<file path="src/rtl/ebus_dev_responder.sv">
// ebus_dev_responder: device-side EBUS responder for CONO/CONI/DATAO/DATAI.
// Decodes controller select and function, answers with a 4-phase demand/xfer handshake,
// holds a 36-bit data register plus BUSY/DONE/PIA status, and raises a PI request.
// Data buses use PDP-10 bit numbering [0:35], bit 0 being the MSB.
// Optional feature macro: EBUS_PARITY_EN (adds odd-parity generation/checking).
// Ports:
//   clk, rst_n            clock, asynchronous active-low reset
//   ebus_cs, ebus_func    device select (7 bits), function (0 CONI,1 CONO,2 DATAI,3 DATAO)
//   ebus_demand           controller demand, held until xfer seen
//   ebus_data_in          write data from the bus (CONO/DATAO)
//   ebus_data_out/_oe     read data and its drive enable (CONI/DATAI)
//   ebus_xfer             registered transfer acknowledge
//   dev_done              one-clock pulse from device core, sets DONE
//   pi_req, pi_level      interrupt request and its PIA level
//   ebus_par_in/_out, par_err   parity ports (EBUS_PARITY_EN only)
module ebus_dev_responder #(
  parameter logic [6:0]  DEV_CODE   = 7'o100,
  parameter int unsigned RESP_DELAY = 2
) (
  input  logic        clk,
  input  logic        rst_n,
  input  logic [6:0]  ebus_cs,
  input  logic [2:0]  ebus_func,
  input  logic        ebus_demand,
  input  logic [0:35] ebus_data_in,
  output logic [0:35] ebus_data_out,
  output logic        ebus_data_oe,
  output logic        ebus_xfer,
  input  logic        dev_done,
  output logic        pi_req,
  output logic [2:0]  pi_level
`ifdef EBUS_PARITY_EN
  ,
  input  logic        ebus_par_in,
  output logic        ebus_par_out,
  output logic        par_err
`endif
);

  localparam logic [3:0] CntLoad = 4'(RESP_DELAY - 1);

  localparam logic [1:0] FnConi  = 2'd0;
  localparam logic [1:0] FnCono  = 2'd1;
  localparam logic [1:0] FnDatai = 2'd2;
  localparam logic [1:0] FnDatao = 2'd3;

  typedef enum logic [1:0] {StIdle, StWait, StXfer, StRel} state_e;

  state_e      state_q, state_d;
  logic [3:0]  cnt_q, cnt_d;
  logic [1:0]  func_q, func_d;
  logic [0:35] data_q, data_d;
  logic [0:35] dout_q, dout_d;
  logic [2:0]  pia_q, pia_d;
  logic        busy_q, busy_d;
  logic        done_q, done_d;
  logic        xfer_q, xfer_d;
  logic        oe_q, oe_d;
  logic        enter_xfer;
  logic        coni_par;
  logic [0:35] coni_word;

`ifdef EBUS_PARITY_EN
  logic par_err_q, par_err_d;
  assign coni_par     = par_err_q;
  assign par_err      = par_err_q;
  // Odd parity over data_out + par_out; only meaningful while driving.
  assign ebus_par_out = oe_q & ~(^dout_q);
`else
  assign coni_par = 1'b0;
`endif

  assign coni_word     = {30'd0, busy_q, done_q, coni_par, pia_q};
  assign ebus_data_out = dout_q;
  assign ebus_data_oe  = oe_q;
  assign ebus_xfer     = xfer_q;
  assign pi_req        = done_q & (pia_q != 3'd0);
  assign pi_level      = pi_req ? pia_q : 3'd0;

  always_comb begin
    state_d    = state_q;
    cnt_d      = cnt_q;
    func_d     = func_q;
    data_d     = data_q;
    dout_d     = dout_q;
    pia_d      = pia_q;
    busy_d     = busy_q;
    done_d     = done_q;
    xfer_d     = xfer_q;
    oe_d       = oe_q;
    enter_xfer = 1'b0;
`ifdef EBUS_PARITY_EN
    par_err_d  = par_err_q;
`endif

    unique case (state_q)
      StIdle: begin
        // cs/func are latched here and ignored for the rest of the transaction.
        if (ebus_demand && (ebus_cs == DEV_CODE) && !ebus_func[2]) begin
          state_d = StWait;
          func_d  = ebus_func[1:0];
          cnt_d   = CntLoad;
        end
      end
      StWait: begin
        if (!ebus_demand) begin
          state_d = StIdle;
        end else if (cnt_q == 4'd0) begin
          state_d    = StXfer;
          enter_xfer = 1'b1;
        end else begin
          cnt_d = cnt_q - 4'd1;
        end
      end
      StXfer: begin
        if (!ebus_demand) begin
          state_d = StRel;
          xfer_d  = 1'b0;
          oe_d    = 1'b0;
          dout_d  = '0;
        end
      end
      StRel: begin
        // Demand must be seen low for one more clock before reselect is allowed.
        if (!ebus_demand) begin
          state_d = StIdle;
        end
      end
      default: state_d = StIdle;
    endcase

    if (enter_xfer) begin
      xfer_d = 1'b1;
      // Read data is captured from pre-update registers on the entry edge.
      unique case (func_q)
        FnConi: begin
          oe_d   = 1'b1;
          dout_d = coni_word;
        end
        FnCono: begin
          pia_d = ebus_data_in[33:35];
          if (ebus_data_in[30]) busy_d = 1'b1;
          if (ebus_data_in[29]) busy_d = 1'b0;
          if (ebus_data_in[31]) done_d = 1'b0;
`ifdef EBUS_PARITY_EN
          if (ebus_data_in[32]) par_err_d = 1'b0;
`endif
        end
        FnDatai: begin
          oe_d   = 1'b1;
          dout_d = data_q;
          done_d = 1'b0;
        end
        FnDatao: begin
          data_d = ebus_data_in;
          done_d = 1'b0;
        end
      endcase
`ifdef EBUS_PARITY_EN
      // Write functions: even total parity flags an error; the data still loads.
      if (func_q[0] && !(^{ebus_data_in, ebus_par_in})) par_err_d = 1'b1;
`endif
    end

    // A completion pulse beats any simultaneous DONE clear.
    if (dev_done) done_d = 1'b1;
  end

  always_ff @(posedge clk or negedge rst_n) begin
    if (!rst_n) begin
      state_q   <= StIdle;
      cnt_q     <= 4'd0;
      func_q    <= 2'd0;
      data_q    <= '0;
      dout_q    <= '0;
      pia_q     <= 3'd0;
      busy_q    <= 1'b0;
      done_q    <= 1'b0;
      xfer_q    <= 1'b0;
      oe_q      <= 1'b0;
`ifdef EBUS_PARITY_EN
      par_err_q <= 1'b0;
`endif
    end else begin
      state_q   <= state_d;
      cnt_q     <= cnt_d;
      func_q    <= func_d;
      data_q    <= data_d;
      dout_q    <= dout_d;
      pia_q     <= pia_d;
      busy_q    <= busy_d;
      done_q    <= done_d;
      xfer_q    <= xfer_d;
      oe_q      <= oe_d;
`ifdef EBUS_PARITY_EN
      par_err_q <= par_err_d;
`endif
    end
  end

endmodule

</file>
<file path="config.mk">
export PLATFORM = sky130hd
export DESIGN_NAME = ebus_dev_responder
export DESIGN_NICKNAME = d
export VERILOG_FILES = /design/src/rtl/ebus_dev_responder.sv
export SDC_FILE = /design/constraint.sdc
export NUM_CORES = 1
export LEC_CHECK = 0
export BUFFER_PORTS_ARGS = -buffer_cell sky130_fd_sc_hd__clkbuf_2
export CAP_MARGIN = 20
export CORE_ASPECT_RATIO = 1.2
export CORE_UTILIZATION = 56
export CTS_CLUSTER_SIZE = 28
export DETAILED_ROUTE_END_ITERATION = 8
export PLACE_DENSITY = 0.91
export SLEW_MARGIN = 20
export SYNTH_ARGS = -nofsm -noshare
export SYNTH_HDL_FRONTEND = slang
export SYNTH_SLANG_ARGS = --single-unit
</file>
<file path="constraint.sdc">
create_clock -name clk -period 2.9 [get_ports clk]
set_input_delay 0.435 -clock clk [delete_from_list [all_inputs] [get_ports clk]]
set_output_delay 0.435 -clock clk [all_outputs]
set_load 0.05 [all_outputs]
</file>
## Yosys cells after proc, flatten, opt, wreduce, memory -nomap -nowiden

Cells that the tools add are included.
W data, S select, Z words.

- Logic and storage cells: 80
- Flip-flop bits (word level): 87
- Input bits: 50
- Output and inout port bits: 42

- Muxes and demuxes: 31
- Reductions and logical operators: 22
- Equal/unequal tests: 15
- Bitwise logic cells: 1
- Add/subtract/negate cells: 1

Operators by type and width:

| cell | count |
|---|---|
| $mux W36 | 3 |
| $pmux W36 S2 | 1 |
| $mux W1 | 15 |
| $mux W4 | 3 |
| $mux W2 | 5 |
| $ne A2 B2 Y1 const B | 5 |
| $eq A2 B2 Y1 const B | 4 |
| $pmux W2 S4 | 1 |
| $pmux W4 S2 | 1 |
| $reduce_and A2 Y1 | 4 |
| $reduce_and A4 Y1 | 2 |
| $reduce_bool A2 Y1 | 4 |
| $eq A7 B7 Y1 const B | 1 |
| $ne A3 B3 Y1 const B | 2 |
| $reduce_and A3 Y1 | 2 |
| $reduce_bool A3 Y1 | 2 |
| $eq A2 B1 Y1 const B | 2 |
| $logic_not A2 Y1 | 2 |
| $logic_not A4 Y1 | 1 |
| $reduce_or A2 Y1 | 2 |
| $sub A4 B1 Y4 const B | 1 |
| $mux W3 | 1 |
| $logic_and A1 B1 Y1 | 2 |
| $ne A2 B1 Y1 const B | 1 |
| 3 further kinds | 3 |

## Depth between registers and ports, before layout

Gate-level depths: netlist (run 1).

- Word-level depth: 6
- Depth in mapped cells: 8
- Depth with buffers taken out: 6

## Worst setup path after synthesis (run 1)

Ideal clock, no wire load.

- Path type: register to register
- From: register cnt_q[0]
- To: register pia_q[0]
- Path buffers: 0
- Library setup time: 0.125 ns
- Stages on the path, launching flop included: 6
- Path slack: 1.074 ns
- Period minus slack after synthesis: 1.826 ns
- Data arrival time: 1.701 ns
- Data required time: 2.775 ns
- Path through: dfrtp_1 > inv_1 > ha_1 > or3b_2 > nor4_4 > mux2_2

- Cells in the longest elaborated chain, start to end: 5

RTL lines:

| what | line | text |
|---|---|---|
| start, declared | 50 | `logic [3:0] cnt_q, cnt_d;` |
| start signal, assigned | 186 | `cnt_q <= cnt_d;` |
| $logic_not A4 Y1 | 108 | `end else if (cnt_q == 4'd0) begin` |
| $mux W1 | 108 |  |
| $mux W1 | 106 | `if (!ebus_demand) begin` |
| $mux W1 | 96 | `unique case (state_q)` |
| $reduce_and A2 Y1 (no line) | -- |  |
| end signal, assigned | 190 | `pia_q <= pia_d;` |
| end, declared | 54 | `logic [2:0] pia_q, pia_d;` |

No other way between the ends.
A chain may end at the register's enable or synchronous reset.

## Final worst setup path (run 1)

- From: register cnt_q[0]
- To: register data_q[16] (netlist bit)

- Cells in the longest elaborated chain, start to end: 5

RTL lines:

| what | line | text |
|---|---|---|
| $logic_not A4 Y1 | 108 |  |
| $mux W1 | 108 |  |
| $mux W1 | 106 |  |
| $mux W1 | 96 |  |
| $reduce_and A2 Y1 (no line) | -- |  |
| end signal, assigned | 188 | `data_q <= data_d;` |
| end, declared | 52 | `logic [0:35] data_q, data_d;` |

No other way between the ends.

==> impl_metrics.csv, run 1 <==
group,metric,value,unit
layout,nets,386,
timing,max_freq,0.426,GHz
pwr,vdd.ir_drop.worst,0.000427,V
drt,met3WireLength,317,um
timing,drv_slew,0,
timing,setup_viol,0,
layout,stdcell_count,421,
pwr,internal_power,1.91,mW
setup_path,crit_chain,"inv_1, ha_1, nor3b_4, nand4_4, buf_4, mux2_2",
clock_tree,cts.repair.resized,0,
setup_path,worstRegToRegCells,6,
pwr,sw_frac_of_total,0.275,
pwr,p_leak,2.24,nW
setup_path,slowest_stage,"nand4_4",
drt,top_layer_used,"met4",
pwr,p_sw,725,uW
drt,drt_iter0_markers,159,
timing,worst_pin_slew,0.774,ns
setup_path,crit_required,3.13,ns
worst_hold_path,hp-class,"input port to async pin",
layout,multi_input_area,1210,sq um
layout,fillers,451,
setup_path,rr_endpoint,"data_q[16]",
die,design.core.area,6050,sq um
drt,drt-vias-per-instance,5.47,
synth,synth.avg_cell_area,14.4,sq um
synth,synth_flop_cell,"dfrtp_1",
synth,synthArstFlopShare,1.00,
timing,relSlewSlack,0.484,
timing,hold_viol,0,
synth,synth-edff-count,0,
clock_tree,cts.clk_slew.worst_paths,0.08,ns
layout,final_cell_area,4210,sq um
synth,synth_commonest_cells,"dfrtp_1 (87), mux2_2 (35), a22o_1 (32), a21oi_1 (8), nand3_1 (8)",
synth,synth_cell_type_count,37,
synth,ys_seq_elements,87,
layout,seqCellArea,2180,sq um
die,start_util,0.580,
drt,wl,6.56,mm
layout,layout-drive-gt1-share,0.445,
drt,vias,2302,
global_route,grt_max_degree,88,
synth,syn_inst,243,
drt,wl_met1,2.76,mm
placed_design,dp_hpwl,4.57,mm
die,die-area,6580,sq um
clock_tree,cts.sinks,87,
setup_path,path_max_fanout,30,
pwr,power_frac_clock,0.344,
clock_tree,cts_hold_buf,0,
placed_design,portBuffers,91,
timing,fin_skew,0.00903,ns
placed_design,dp_cells,405,
global_route,grt_usage,0.220,
setup_path,reg2reg_from,"cnt_q[0]",
setup_path,crit_end,"data_q[16]",
die,row_count,31,
clock_tree,cts_buffer_depth,2,
synth,synth-seq-area-share,0.621,
clock_tree,cts_tree,"yes",
timing,fin_crit,2.35,ns
global_route,grt-ovfl-total,0,
timing,finalSetupTns,0,ns
synth,synth_top_area_cell,"dfrtp_1",
drt,ant_nets,0,
die,io_pins,92,
placed_design,place_area,3980,sq um
run,maxCapViolations,0,
die,die_x,74.2,um
timing,fin_crit_sh,0.810,
global_route,grt_pass1_wl,10.6,mm
clock_tree,cts-htree-levels,3,
die,die_h,88.7,um
drt,dr.pass1.iters,4,
drt,wl_per_cell,15.6,um
setup_path,start_kind,"flop",
clock_tree,numCtsBuffers,9,
setup_path,worstSetupEndpointType,"flop",
drt,drc,0,
synth,netlist_top_cells_area,"dfrtp_1 (62%), mux2_2 (11%), a22o_1 (8.0%)",
setup_path,max_stage_delay,0.52,ns
setup_path,r2r_slack,0.55,ns
timing,fin_ws,0.552,ns
pwr,comb_power_share,0.150,
synth,post-synth-top-count-cell,"dfrtp_1",
layout,antenna-diode-count,0,
global_route,antenna_found_initial,0,
clock_tree,postCtsSetupBuffers,0,
synth,syn-num-nets,295,
setup_path,startpoint,"cnt_q[0]",
pwr,pwr-share-seq,0.506,
pwr,p_per_area,627,nW/um^2
layout,postLayoutCoreUtil,0.696,
timing,rsz0062_at_grt,"false",
layout,syn2layout_area_growth,20.0,%
setup_path,path_class,"flop to flop",
placed_design,place_congestion,0.912,
drt,wl_met2,3.35,mm
global_route,grt_pass1_vias,2306,
setup_path,crit_arrival,2.57,ns
clock_tree,cts_root_buffer,"clkbuf_8",
status,status,"complete, no violations",
synth,yosysWarnings,0,
placed_design,place_ws,0.510,ns
clock_tree,insertion_delay,0.34,ns
synth,syn_area,3510,sq um
synth,synth_top_area_frac,0.621,
cell usage in the layout (no fill, tap or decap), types with 2 or more instances in the layout:
cell type / instances
clkbuf_2: 90
dfrtp_1: 87
mux2_2: 35
a22o_1: 32
clkbuf_8: 10
nand3_1: 8
a21oi_1: 8
o21ai_0: 7
mux2_1: 6
nand2b_1: 5
mux2i_1: 5
inv_1: 4
nand2_1: 4
and2_1: 4
buf_4: 3
nor3b_4: 2
nor2_1: 2
ha_1: 2
clkinv_2: 2
bufinv_16: 2
logic make-up (layout without fill, tap and decap cells):
kind of cell,after synthesis,in the layout,share of synthesized area
AO/OA/AOI/OAI,52,52,0.113
adder cells (fa/ha/maj),2,2,0.00713
buffers and inverters,18,114,0.0364
flip-flops,87,87,0.621
multiplexers,46,46,0.146
AND/OR/NAND/NOR,38,38,0.0767
area by class of cell:
class                           instances  area share
Inverter                                4     0.00357
Sequential cell                        87       0.517
Tap cell                               82      0.0244
Clock buffer                           11      0.0336
Clock inverter                          5      0.0187
Multi-Input combinational cell        138       0.287
Timing Repair Buffer                   94       0.115
power by group through the flow:
stage               Clock, mW  Sequential (mW)  Combinational, mW
floorplan                   0             1.39              0.263
global placement            0             1.35              0.379
detailed placement          0             1.36              0.398
CTS                     0.930             1.33              0.398
global route            0.986             1.35              0.437
finish                  0.907             1.34              0.396
metrics by stage:
step | power (mW) | hold slack [ns]
global placement | 1.73 | 0.464
finish | 2.64 | 0.113
detailed placement | 1.75 | 0.474
CTS | 2.66 | 0.261
global route | 2.77 | 0.178
floorplan | 1.65 | 0.139
metal layers:
layer / up-vias / global-route usage
met5: - / 0
met4: 0 / 0.120
met3: 16 / 0.0467
met2: 80 / 0.359
met1: 1130 / 0.275
li1: 1076 / -
critical path, delay by kind of cell (launching register included):
| family | cells | cell delay, ns |
|---|---|---|
| simple gates | 2 | 0.87 |
| buf+inv | 2 | 0.50 |
| flops | 1 | 0.37 |
| mux | 1 | 0.28 |
| fa+ha+maj | 1 | 0.20 |
registers in the layout (all words and copies together) (netlist names), named ones only:
name / cells
ebus_xfer: 1
ebus_data_out: 36
done_q: 1
func_q: 2
ebus_data_oe: 1
busy_q: 1
state_q: 1
pia_q: 3
data_q: 36
cnt_q: 4
worst min path at each step:
stage	endpoint	slack (ns)	startpoint	depth (start not counted)
4_1_cts	done_q	0.26	dev_done	2
3_3_place_gp	ebus_data_out[19]	0.46	data_q[19]	1
3_5_place_dp	ebus_data_out[24]	0.47	data_q[24]	1
5_1_grt	cnt_q[1]	0.18	rst_n	1
6_report	cnt_q[1]	0.11	rst_n	1
2_1_floorplan	async pin	0.14	rst_n	0
(Power assumes the default switching activity.)
==> inputs of run 2 (changes only) <==
- CORE_UTILIZATION: 56 -> 47
- PLACE_DENSITY: 0.91 -> 0.82
- clock period: 2.9 -> 2.1 ns (I/O delays scaled with it)
==> run 2 against run 1 <==
Compared with the run above: critical path depth rose by 1; total power grew 39%; worst setup slack got worse by 0.41 ns; non-clock buffer count up 9; maximum frequency increased by 20%.
==> impl_metrics.csv, run 2 (synthesis results as in run 1) <==
group,metric,value,unit
status,status,"complete, no violations",
timing,fin_crit_sh,0.930,
die,die_h,96.6,um
global_route,grt_max_degree,38,
drt,ant_nets,0,
clock_tree,cts_root_buffer,"clkbuf_8",
timing,fin_crit,1.95,ns
run,maxCapViolations,0,
clock_tree,cts.repair.resized,0,
worst_hold_path,hp-class,"input port to flop",
layout,antenna-diode-count,0,
global_route,grt_pass1_wl,11.5,mm
timing,drv_slew,0,
layout,postLayoutCoreUtil,0.596,
worst_hold_path,whs_path_depth,2,
die,row_count,34,
timing,fin_skew,0.0105,ns
timing,rsz0062_at_grt,"false",
layout,layout-drive-gt1-share,0.455,
timing,hold_viol,0,
timing,max_freq,0.512,GHz
layout,stdcell_count,437,
timing,relSlewSlack,0.621,
pwr,p_sw,1.04,mW
pwr,vdd.ir_drop.worst,0.000453,V
setup_path,crit_required,2.34,ns
pwr,p_total,3.66,mW
layout,final_cell_mix,"clkbuf_2 (90), dfrtp_1 (87), mux2_2 (35), a22o_1 (32), clkbuf_8 (11)",
global_route,grt_usage,0.193,
global_route,antenna_found_initial,0,
drt,wl_per_cell,15.4,um
layout,syn2layout_area_growth,22.8,%
clock_tree,cts_tree,"yes",
layout,nets,395,
timing,fin_ws,0.146,ns
placed_design,portBuffers,91,
pwr,pwr-share-seq,0.506,
setup_path,rr_endpoint,"data_q[0]",
clock_tree,cts.clk_slew.worst_paths,0.09,ns
setup_path,crit_arrival,2.20,ns
setup_path,r2r_slack,0.15,ns
drt,vias,2377,
global_route,grt_pass1_vias,2431,
timing,setup_viol,0,
pwr,p_leak,2.28,nW
clock_tree,cts-htree-levels,3,
drt,drt_iter0_markers,71,
placed_design,place_congestion,0.799,
die,io_pins,92,
die,die_x,80.9,um
pwr,internal_power,2.61,mW
worst_hold_path,hold_end,"busy_q",
drt,drc,0,
setup_path,worstSetupEndpointType,"flop",
drt,dr.pass1.iters,4,
placed_design,dp_hpwl,4.72,mm
die,design.core.area,7230,sq um
placed_design,dp_cells,418,
die,start_util,0.485,
pwr,comb_power_share,0.170,
clock_tree,numCtsBuffers,9,
setup_path,path_max_fanout,25,
timing,finalSetupTns,0,ns
drt,wl,6.74,mm
clock_tree,cts.sinks,87,
global_route,grt-ovfl-total,0,
timing,worst_pin_slew,0.569,ns
layout,final_common_cell,"clkbuf_2",
worst_hold_path,min_from,"ebus_data_in[29]",
setup_path,worstRegToRegCells,7,
die,die-area,7810,sq um
placed_design,place_ws,0.102,ns
clock_tree,cts_buffer_depth,2,
setup_path,reg2reg_from,"cnt_q[0]",
pwr,sw_frac_of_total,0.285,
pwr,p_per_area,849,nW/um^2
pwr,power_frac_clock,0.324,
clock_tree,insertion_delay,0.35,ns
drt,drt-vias-per-instance,5.44,
setup_path,start_kind,"flop",
setup_path,path_class,"flop to flop",
[run 2: changes by cell type in the layout (fill, tap and decap cells not counted), sizes merged]
cell,previous run,this run
buf,4,12
dlygate4sd3,0,1
clkinvlp,0,2
clkinv,2,0
bufinv,2,1
[run 2: layer usage]
| layer | vias up | GRT usage | share of wire |
|---|---|---|---|
| met2 | 83 | 0.306 | 0.50 |
| li1 | 1090 | - | - |
| met5 | - | 0 | 0 |
| met3 | 15 | 0.0481 | 0.050 |
| met1 | 1189 | 0.244 | 0.42 |
| met4 | 0 | 0.0893 | 0.023 |
[run 2: critical path: stages, from the launching register on]
cell	delay [ns]
dfrtp_1	0.38
inv_1	0.11
ha_1	0.18
nor3b_4	0.27
buf_4	0.18
nand4_4	0.10
buf_4	0.28
mux2_1	0.34
[run 2: area by class of cell]
type / instances / area, sq um
inverter: 4 / 15.0
clock buffer: 11 / 151
fill: 590 / 2930
clock inverter: 4 / 53.8
tap: 90 / 113
timing repair buffer: 103 / 588
multi-input combinational: 138 / 1210
sequential: 87 / 2180
[run 2: how the worst max path moves through the flow]
| stage | cells after the start | slack, ns | endpoint | startpoint |
|---|---|---|---|---|
| final | 7 | 0.15 | data_q[0] | cnt_q[0] |
| after global routing | 7 | 0.008 | data_q[0] | cnt_q[0] |
| after CTS | 7 | 0.09 | ebus_data_out[29] | cnt_q[0] |
| after detailed placement | 7 | 0.10 | ebus_data_out[29] | cnt_q[0] |
| after global placement | 5 | 0.20 | pia_q[1] | cnt_q[0] |
| after floorplan | 5 | 0.27 | pia_q[0] | cnt_q[0] |
[run 2: timing repair]
action / CTS / global route
hold buffers: 1 / 0
buffers inserted: 0 / 3
endpoints found under the hold margin: 28 / 0
setup endpoints to repair: 0 / 7
[run 2: through the flow]
stage / cell area [sq um] / hold WS [ns]
floorplan: 3510 / 0.0194
global placement: 4070 / 0.261
detailed placement: 4070 / 0.265
CTS: 4280 / 0.147
global route: 4310 / 0.159
finish: 4310 / 0.150
[run 2: power by group through the flow]
stage	Combinational [mW]	Clock [mW]	Sequential, mW
after CTS	0.593	1.21	1.85
after global routing	0.686	1.29	1.86
after detailed placement	0.589	0	1.88
final	0.621	1.18	1.85
after global placement	0.567	0	1.87
after floorplan	0.363	0	1.92
==> inputs of run 3 (changes only) <==
- CORE_UTILIZATION: 47 -> 56
- PLACE_DENSITY: 0.82 -> 0.91
- clock period: 2.1 -> 2.5 ns (I/O delays scaled with it)
==> run 3 against run 2 <==
Compared with the run above: count of clock-buffer cells in the layout did not move; register-to-register slack improved by 0.34 ns; routed wire length rose by 0.68%; clock skew rose by 0.0014 ns; via count fell by 1.9%; utilization rose by 11 points; worst setup slack improved by 0.34 ns; sequential cell count did not move; critical endpoint is now pia_q[1].
==> impl_metrics.csv, run 3 (synthesis results as in run 1) <==
group,metric,value,unit
run,maxCapViolations,0,
die,row_count,31,
drt,drt-vias-per-instance,5.48,
setup_path,worstSetupEndpointType,"flop",
drt,vias,2333,
timing,rsz0062_at_grt,"false",
die,die_h,88.7,um
drt,wl_per_cell,15.9,um
drt,ant_nets,0,
layout,multi_input_area,1210,sq um
status,status,"complete, no violations",
setup_path,start_kind,"flop",
timing,setup_viol,0,
timing,fin_crit,2.01,ns
placed_design,portBuffers,91,
layout,final_cell_mix,"clkbuf_2 (90), dfrtp_1 (87), mux2_2 (35), a22o_1 (32), clkbuf_8 (11)",
die,start_util,0.580,
timing,finalSetupTns,0,ns
timing,max_freq,0.497,GHz
timing,drv_slew,0,
drt,top_layer_used,"met4",
clock_tree,numCtsBuffers,9,
placed_design,dp_hpwl,4.83,mm
pwr,p_per_area,735,nW/um^2
placed_design,place_congestion,0.860,
clock_tree,cts.repair.resized,0,
drt,wl_met2,3.54,mm
drt,dr.pass1.iters,4,
setup_path,crit_arrival,2.25,ns
die,die_x,74.2,um
layout,final_cell_area,4280,sq um
drt,wl,6.78,mm
setup_path,path_max_fanout,5,
timing,hold_viol,0,
drt,met3WireLength,294,um
global_route,grt_usage,0.231,
clock_tree,cts.clk_slew.worst_paths,0.09,ns
clock_tree,cts.sinks,87,
clock_tree,cts-htree-levels,3,
clock_tree,postCtsSetupBuffers,0,
layout,syn2layout_area_growth,22.0,%
clock_tree,cts_hold_buf,0,
clock_tree,cts_root_buffer,"clkbuf_8",
timing,fin_crit_sh,0.805,
die,die-area,6580,sq um
global_route,antenna_found_initial,0,
setup_path,path_class,"flop to flop",
drt,drt_iter0_markers,93,
worst_hold_path,hp-class,"input port to async pin",
drt,drc,0,
drt,wl_met1,2.79,mm
setup_path,crit_required,2.73,ns
global_route,grt_pass1_vias,2334,
timing,worst_pin_slew,0.576,ns
layout,antenna-diode-count,0,
global_route,grt_pass1_wl,11.2,mm
clock_tree,cts_buffer_depth,2,
layout,nets,391,
layout,layout-drive-gt1-share,0.453,
global_route,grt_max_degree,45,
global_route,grt-ovfl-total,0,
timing,relSlewSlack,0.616,
placed_design,place_area,4050,sq um
pwr,vdd.ir_drop.worst,0.000458,V
layout,seqCellArea,2180,sq um
pwr,p_leak,2.28,nW
timing,fin_skew,0.0119,ns
layout,fillers,436,
clock_tree,cts_tree,"yes",
pwr,p_total,3.14,mW
die,io_pins,92,
layout,final_common_cell,"clkbuf_2",
die,design.core.area,6050,sq um
clock_tree,insertion_delay,0.35,ns
## run 3: cell types whose count changed in the layout (fill, tap and decap cells not counted), sizes merged
cell / delta
dlygate4sd3: -1
bufinv: +1
buf: -3
clkinv: +1
inv: -1
## run 3: critical path, stage by stage (launching register included)
cell,delay (ns)
dfrtp_1,0.39
inv_1,0.12
ha_1,0.17
or3b_2,0.51
nor4_4,0.32
mux2_2,0.39
## run 3: through the flow
| stage | cells | util | hold WS (ns) | worst slack, ns |
|---|---|---|---|---|
| after floorplan | 243 | - | 0.0794 | 0.674 |
| after global placement | 410 | 0.669 | 0.397 | 0.584 |
| after detailed placement | 410 | 0.669 | 0.408 | 0.505 |
| after CTS | 426 | 0.707 | 0.0190 | 0.508 |
| after global routing | 426 | 0.707 | 0.0521 | 0.411 |
| final | 426 | 0.707 | 0.0131 | 0.487 |
## run 3: report_power, final
| part | internal, mW | switching, mW | total (mW) |
|---|---|---|---|
| sequential | 1.47 | 0.0830 | 1.55 |
| clock | 0.615 | 0.488 | 1.10 |
| combinational | 0.186 | 0.302 | 0.488 |
| total | 2.27 | 0.873 | 3.14 |
## run 3: area by class of cell
class,count,share of cell area
sequential,87,0.509
multi-input combinational,138,0.283
timing repair buffer,99,0.127
clock buffer,11,0.0354
tap,82,0.0240
clock inverter,5,0.0187
inverter,4,0.00351
## run 3: path summary, 6_finish.rpt
path,start,end,slack (ns),cells after the start
setup / recovery,cnt_q[0],pia_q[1],0.49,5
hold / removal,rst_n,ebus_data_out[28],0.01,1
setup reg to reg,cnt_q[0],pia_q[1],0.49,5
hold reg to reg,data_q[11],ebus_data_out[11],0.47,1
max in group asynchronous,rst_n,ebus_data_out[19],1.86,2
min in group clk,dev_done,done_q,0.22,2
## run 3: routing by layer
layer  global-route usage  up-vias
met3               0.0399       16
met1                0.295     1157
met4                0.115        0
li1                     -     1085
met5                    0        -
met2                0.381       75
